$ cat config.mk
export PLATFORM = sky130hd
export DESIGN_NAME = lsu_port_arbiter
export DESIGN_NICKNAME = d
export VERILOG_FILES = /design/src/rtl/lsu_port_arbiter.sv
export SDC_FILE = /design/constraint.sdc
export NUM_CORES = 1
export LEC_CHECK = 0
export CELL_PAD_IN_SITES_DETAIL_PLACEMENT = 1
export CELL_PAD_IN_SITES_GLOBAL_PLACEMENT = 2
export CORE_AREA = 2 2 162 164
export CTS_CLUSTER_DIAMETER = 120
export DETAILED_ROUTE_END_ITERATION = 12
export DIE_AREA = 0 0 164 166
export GPL_ROUTABILITY_DRIVEN = 1
export PLACE_DENSITY = 0.87
export SLEW_MARGIN = 0
export SYNTH_ARGS = -nofsm -noshare
export SYNTH_HDL_FRONTEND = slang
export SYNTH_SLANG_ARGS = --single-unit
$ cat constraint.sdc
create_clock -name clk_i -period 3.5 [get_ports clk_i]
set_input_delay 0.525 -clock clk_i [delete_from_list [all_inputs] [get_ports clk_i]]
set_output_delay 0.525 -clock clk_i [all_outputs]
set_load 0.05 [all_outputs]
$ cat src/rtl/lsu_port_arbiter.sv
// lsu_port_arbiter
// Shares the single LSU port between the core pipeline (requester 0) and the
// interrupt context save/restore engine (requester 1). One grant per cycle,
// round-robin on ties, lockable bursts with an idle timeout, a registered
// issue stage that drives the LSU, and a registered response stage.
//
// Handshake: a requester raises rN_req_i with its fields stable and holds
// them until it sees rN_gnt_o=1 in the same cycle. That cycle is the transfer.
// Exactly one rN_rvalid_o pulse follows, two cycles after the grant. There is
// no ready/back-pressure on the response side; responses must be taken as
// they appear.
//
// LOCK_TIMEOUT must be >= 1.
module lsu_port_arbiter #(
   parameter int unsigned LOCK_TIMEOUT = 16
) (
   input  logic        clk_i,
   input  logic        rst_i,
   input  logic        r0_req_i,
   input  logic        r0_we_i,
   input  logic [2:0]  r0_op_i,
   input  logic [31:0] r0_addr_i,
   input  logic [31:0] r0_wdata_i,
   input  logic        r0_lock_i,
   output logic        r0_gnt_o,
   output logic        r0_rvalid_o,
   output logic [31:0] r0_rdata_o,
   input  logic        r1_req_i,
   input  logic        r1_we_i,
   input  logic [2:0]  r1_op_i,
   input  logic [31:0] r1_addr_i,
   input  logic [31:0] r1_wdata_i,
   input  logic        r1_lock_i,
   output logic        r1_gnt_o,
   output logic        r1_rvalid_o,
   output logic [31:0] r1_rdata_o,
   output logic        lsu_st_en_o,
   output logic [2:0]  lsu_mem_op_o,
   output logic [31:0] lsu_addr_o,
   output logic [31:0] lsu_st_data_o,
   input  logic [31:0] lsu_ld_data_i,
   output logic        lock_err_o,
   output logic [1:0]  dbg_state_o
);

   localparam int unsigned CNT_W = $clog2(LOCK_TIMEOUT + 1);

   typedef enum logic [1:0] {
      ST_UNLOCKED = 2'd0,
      ST_LOCK0    = 2'd1,
      ST_LOCK1    = 2'd2
   } state_t;

   state_t           state_q;
   state_t           state_d;
   logic             last_q;       // requester granted most recently
   logic [CNT_W-1:0] idle_cnt_q;
   logic             timeout;
   logic             owner_idle;
   logic             gnt0;
   logic             gnt1;
   logic             any_gnt;

   logic             iss_valid_q;
   logic             iss_owner_q;
   logic             iss_we_q;
   logic [2:0]       iss_op_q;
   logic [31:0]      iss_addr_q;
   logic [31:0]      iss_wdata_q;

   logic             rsp_valid_q;
   logic             rsp_owner_q;
   logic [31:0]      rsp_data_q;

   // The lock owner has gone LOCK_TIMEOUT cycles without requesting. This
   // cycle still arbitrates as locked; the lock drops at the next edge.
   assign timeout = (state_q != ST_UNLOCKED) && (idle_cnt_q == CNT_W'(LOCK_TIMEOUT));

   assign owner_idle = ((state_q == ST_LOCK0) && !r0_req_i) ||
                       ((state_q == ST_LOCK1) && !r1_req_i);

   assign any_gnt = gnt0 || gnt1;

   // Lock FSM state register.
   always_ff @(posedge clk_i) begin
      if (rst_i) state_q <= ST_UNLOCKED;
      else       state_q <= state_d;
   end

   // Lock FSM next state: timeout wins, otherwise the granted access decides
   // whether its owner keeps the port.
   always_comb begin
      state_d = state_q;
      if (timeout)   state_d = ST_UNLOCKED;
      else if (gnt0) state_d = r0_lock_i ? ST_LOCK0 : ST_UNLOCKED;
      else if (gnt1) state_d = r1_lock_i ? ST_LOCK1 : ST_UNLOCKED;
   end

   // Lock FSM outputs: grants (round-robin when unlocked, owner-only when
   // locked) and the timeout error pulse. Nothing is granted during reset.
   always_comb begin
      gnt0       = 1'b0;
      gnt1       = 1'b0;
      lock_err_o = 1'b0;
      if (!rst_i) begin
         lock_err_o = timeout;
         case (state_q)
            ST_LOCK0: gnt0 = r0_req_i;
            ST_LOCK1: gnt1 = r1_req_i;
            default: begin
               if (r0_req_i && r1_req_i) begin
                  gnt0 = last_q;
                  gnt1 = !last_q;
               end else begin
                  gnt0 = r0_req_i;
                  gnt1 = r1_req_i;
               end
            end
         endcase
      end
   end

   assign r0_gnt_o    = gnt0;
   assign r1_gnt_o    = gnt1;
   assign dbg_state_o = state_q;

   // Round-robin pointer follows every grant, locked or not.
   always_ff @(posedge clk_i) begin
      if (rst_i)     last_q <= 1'b1;
      else if (gnt0) last_q <= 1'b0;
      else if (gnt1) last_q <= 1'b1;
   end

   // Idle counter for the lock owner; cleared by any grant or a timeout.
   always_ff @(posedge clk_i) begin
      if (rst_i || timeout || any_gnt) idle_cnt_q <= '0;
      else if (owner_idle)             idle_cnt_q <= idle_cnt_q + CNT_W'(1);
   end

   // Issue stage: capture the granted access so it drives the LSU next cycle.
   always_ff @(posedge clk_i) begin
      if (rst_i) begin
         iss_valid_q <= 1'b0;
         iss_owner_q <= 1'b0;
         iss_we_q    <= 1'b0;
         iss_op_q    <= 3'b000;
         iss_addr_q  <= '0;
         iss_wdata_q <= '0;
      end else begin
         iss_valid_q <= any_gnt;
         if (any_gnt) begin
            iss_owner_q <= gnt1;
            iss_we_q    <= gnt1 ? r1_we_i    : r0_we_i;
            iss_op_q    <= gnt1 ? r1_op_i    : r0_op_i;
            iss_addr_q  <= gnt1 ? r1_addr_i  : r0_addr_i;
            iss_wdata_q <= gnt1 ? r1_wdata_i : r0_wdata_i;
         end
      end
   end

   assign lsu_st_en_o   = iss_valid_q && iss_we_q;
   assign lsu_mem_op_o  = iss_valid_q ? iss_op_q    : 3'b000;
   assign lsu_addr_o    = iss_valid_q ? iss_addr_q  : 32'h0;
   assign lsu_st_data_o = iss_valid_q ? iss_wdata_q : 32'h0;

   // Response stage: register the LSU load data (zero for stores) for the owner.
   always_ff @(posedge clk_i) begin
      if (rst_i) begin
         rsp_valid_q <= 1'b0;
         rsp_owner_q <= 1'b0;
         rsp_data_q  <= '0;
      end else begin
         rsp_valid_q <= iss_valid_q;
         rsp_owner_q <= iss_owner_q;
         rsp_data_q  <= (iss_valid_q && !iss_we_q) ? lsu_ld_data_i : 32'h0;
      end
   end

   assign r0_rvalid_o = rsp_valid_q && !rsp_owner_q;
   assign r1_rvalid_o = rsp_valid_q &&  rsp_owner_q;
   assign r0_rdata_o  = r0_rvalid_o ? rsp_data_q : 32'h0;
   assign r1_rdata_o  = r1_rvalid_o ? rsp_data_q : 32'h0;

endmodule

==> results.yml <==
timing:
  slew-limit-headroom_pct: 31.7
  final.setup_skew_ps: 11.4
  finalMaxSlewViolations: 0
  rsz0062_at_grt: "false"
  fmax_ghz: 0.368
  finalCritPeriodShare_pct: 77.7
  setup_ws_ps: 780
  setup_tns_ps: 0
  fin_crit_ps: 2720
  setup_viol: 0
  hold_viol: 0
  worst_pin_slew_ps: 1020
power:
  leakagePower_nw: 3.57
  power_mw: 3.33
  max-vdd-ir-drop_mv: 0.182
  power.density_nw_per_um2: 358
routing:
  dr.pass1.iters: 6
  wirelength_um: 21200
  drc: 0
  vias: 5672
  post_drt_wl_per_cell_um: 16.6
  drtAntennaViolNets: 0
  avgViaCountPerCell: 4.43
  drt_iter0_drc: 186
worst_setup_path:
  r2r_start: "dbg_state_o[0]"
  setup.worst_path.start: "dbg_state_o[0]"
  crit_chain: "inv_1 > ha_1 > nor2_1 > nand3_1 > nor2_1 > clkdlybuf4s50_1"
  critPathRequiredTime_ps: 2970
  crit_arrival_ps: 2200
  max_stage_delay_ps: 830
  cp_max_fo: 4
  path_class: "reg -> out"
  cp-start-kind: "flip-flop"
  reg2regPathDepth: 7
  cp_slowest_cell: "clkdlybuf4s50_1"
  cp-end-kind: "output port"
  crit_top_cell: "nor2_1"
synthesis:
  syn_inst: 661
  synth_area_leaders: "dfxtp_1 (43%), and2_1 (16%), a311oi_1 (11%)"
  ys_warn_count: 0
  yosysTopAreaCell: "dfxtp_1"
  yosys.area.top_type_share_pct: 42.5
  syn-num-nets: 840
  syn_area_per_cell_um2: 7.97
  ys_ff_latch: 112
  synth_cell_type_count: 31
  yosysSeqAreaShare_pct: 42.5
  syn-cell-area_um2: 5270
global_routing:
  grt_max_degree: 82
  antenna_found_initial: 0
  grt_pass1_vias: 5935
  grt-ovfl-total: 0
  grt_use_total_pct: 15.3
  grt_pass1_wl_um: 32700
worst_hold_path:
  hold_path_startpoint: "iss_owner_q"
  whs_path_depth: 1
  hold_path_class: "reg -> reg"
finish:
  layout.nets: 1118
  layout_commonest_cell: "clkdlybuf4s50_1"
  diodes: 0
  drive_gt1_share_pct: 7.20
  nFillCells: 2924
  area_delta_synth_final_pct: 76.4
  final_cell_mix: "clkdlybuf4s50_1 (276), nand2_1 (141), and2_1 (133)"
  fin_cells: 1279
floorplan:
  die_h_um: 166
  core_um2: 25600
  num_io_pins: 313
  die_area_um2: 27200
  dieWidth_um: 164
  start_util_pct: 20.6
  placement_rows: 59
place:
  gp_congestion: 0.759
  place_inst: 1263
  dp_hpwl_um: 15600
  pre_cts_slack_ps: 967
  port_buffers: 312
clock_network:
  clock-sinks: 112
  clkTransAtPathRegs_ps: 80
  cts_buffers: 9
  cts_tree: "built"
  holdBufCountCts: 0
  clk-insertion-delay-late_ps: 350
  ctsResizeCount: 0
  clock_path_buffers: 2
  clk_root_buffer_cell: "clkbuf_16"
  h-tree-depth: 3
  post_cts_buffers: 0
run_status:
  status: "finished clean"
run:
  cap_viol_max_count: 0
==> stage by stage <==
| stage | hold WS [ps] | cell area, µm² | utilization [%] |
|---|---|---|---|
| after detailed placement | 465 | 9010 | 35.2 |
| after floorplan | 448 | 5270 | - |
| after global routing | 502 | 9300 | 36.3 |
| after global placement | 463 | 9010 | 35.2 |
| final | 474 | 9300 | 36.3 |
| after CTS | 478 | 9300 | 36.3 |
==> per-layer routing <==
layer  GRT usage (%)  share of wire (%)
met1            18.1                 42
met3            5.00                8.2
met5               0                  0
met2            26.8                 49
met4            3.01                1.0
==> logic make-up (layout without fill, tap and decap cells) <==
| family | after synthesis | in the layout | synth area share, % |
|---|---|---|---|
| and+or+nand+nor | 400 | 400 | 37.3 |
| DFF | 112 | 112 | 42.5 |
| adders and majority gates | 5 | 5 | 1.19 |
| AOI/OAI and AO/OA | 76 | 76 | 12.4 |
| buffers and inverters | 63 | 346 | 5.75 |
| muxes | 1 | 1 | 0.190 |
| xor gates and xnor gates | 4 | 4 | 0.665 |
==> area by class of cell <==
| class | count | area, µm² | area share (%) |
|---|---|---|---|
| Multi-Input combinational cell | 486 | 2740 | 29.4 |
| Inverter | 6 | 22.5 | 0.242 |
| Sequential cell | 112 | 2240 | 24.1 |
| Clock buffer | 11 | 243 | 2.61 |
| Timing Repair Buffer | 324 | 3590 | 38.6 |
| Tap cell | 335 | 419 | 4.51 |
| Clock inverter | 5 | 48.8 | 0.525 |
==> Yosys cell counts (all sizes together) <==
cell	number
a211oi	1
a21boi	1
a21o	1
a21oi	1
a311oi	68
a31oi	1
and2	133
and3	32
buf	15
clkbuf	42
dfxtp	112
ha	5
inv	6
mux2i	1
nand2	141
nand2b	2
nand3	4
nand3b	1
nand4b	1
nor2	76
nor2b	8
o2111ai	2
o21ai	1
or2	1
or3b	1
xnor2	1
xor2	3
==> state kept, by name, indices dropped and copies added, names as in the netlist <==
name	flops
iss_addr_q	32
iss_wdata_q	32
rsp_data_q	32
idle_cnt_q	5
iss_op_q	3
dbg_state_o	2
iss_owner_q	1
iss_valid_q	1
iss_we_q	1
last_q	1
rsp_owner_q	1
rsp_valid_q	1
==> power breakdown <==
group / internal, mW / leakage [nW] / switching (mW)
clock network: 0.521 / 0.144 / 0.536
registers: 1.38 / 0.919 / 0.0460
logic: 0.384 / 2.50 / 0.463
==> worst max-delay path, delay by kind of cell (launching register included) <==
kind	cells	cell delay (ps)
buffers and inverters	2	910
adder cells (fa/ha/maj)	1	200
AND/OR/NAND/NOR	3	320
flip-flops	1	400
==> worst paths after layout <==
path / endpoint / slack (ps)
min reg2reg: rsp_owner_q / 470
max: lock_err_o / 780
min: rsp_owner_q / 470
max reg2reg: iss_addr_q[14] / 1280
No activity file was read; power rests on OpenSTA's default activity.
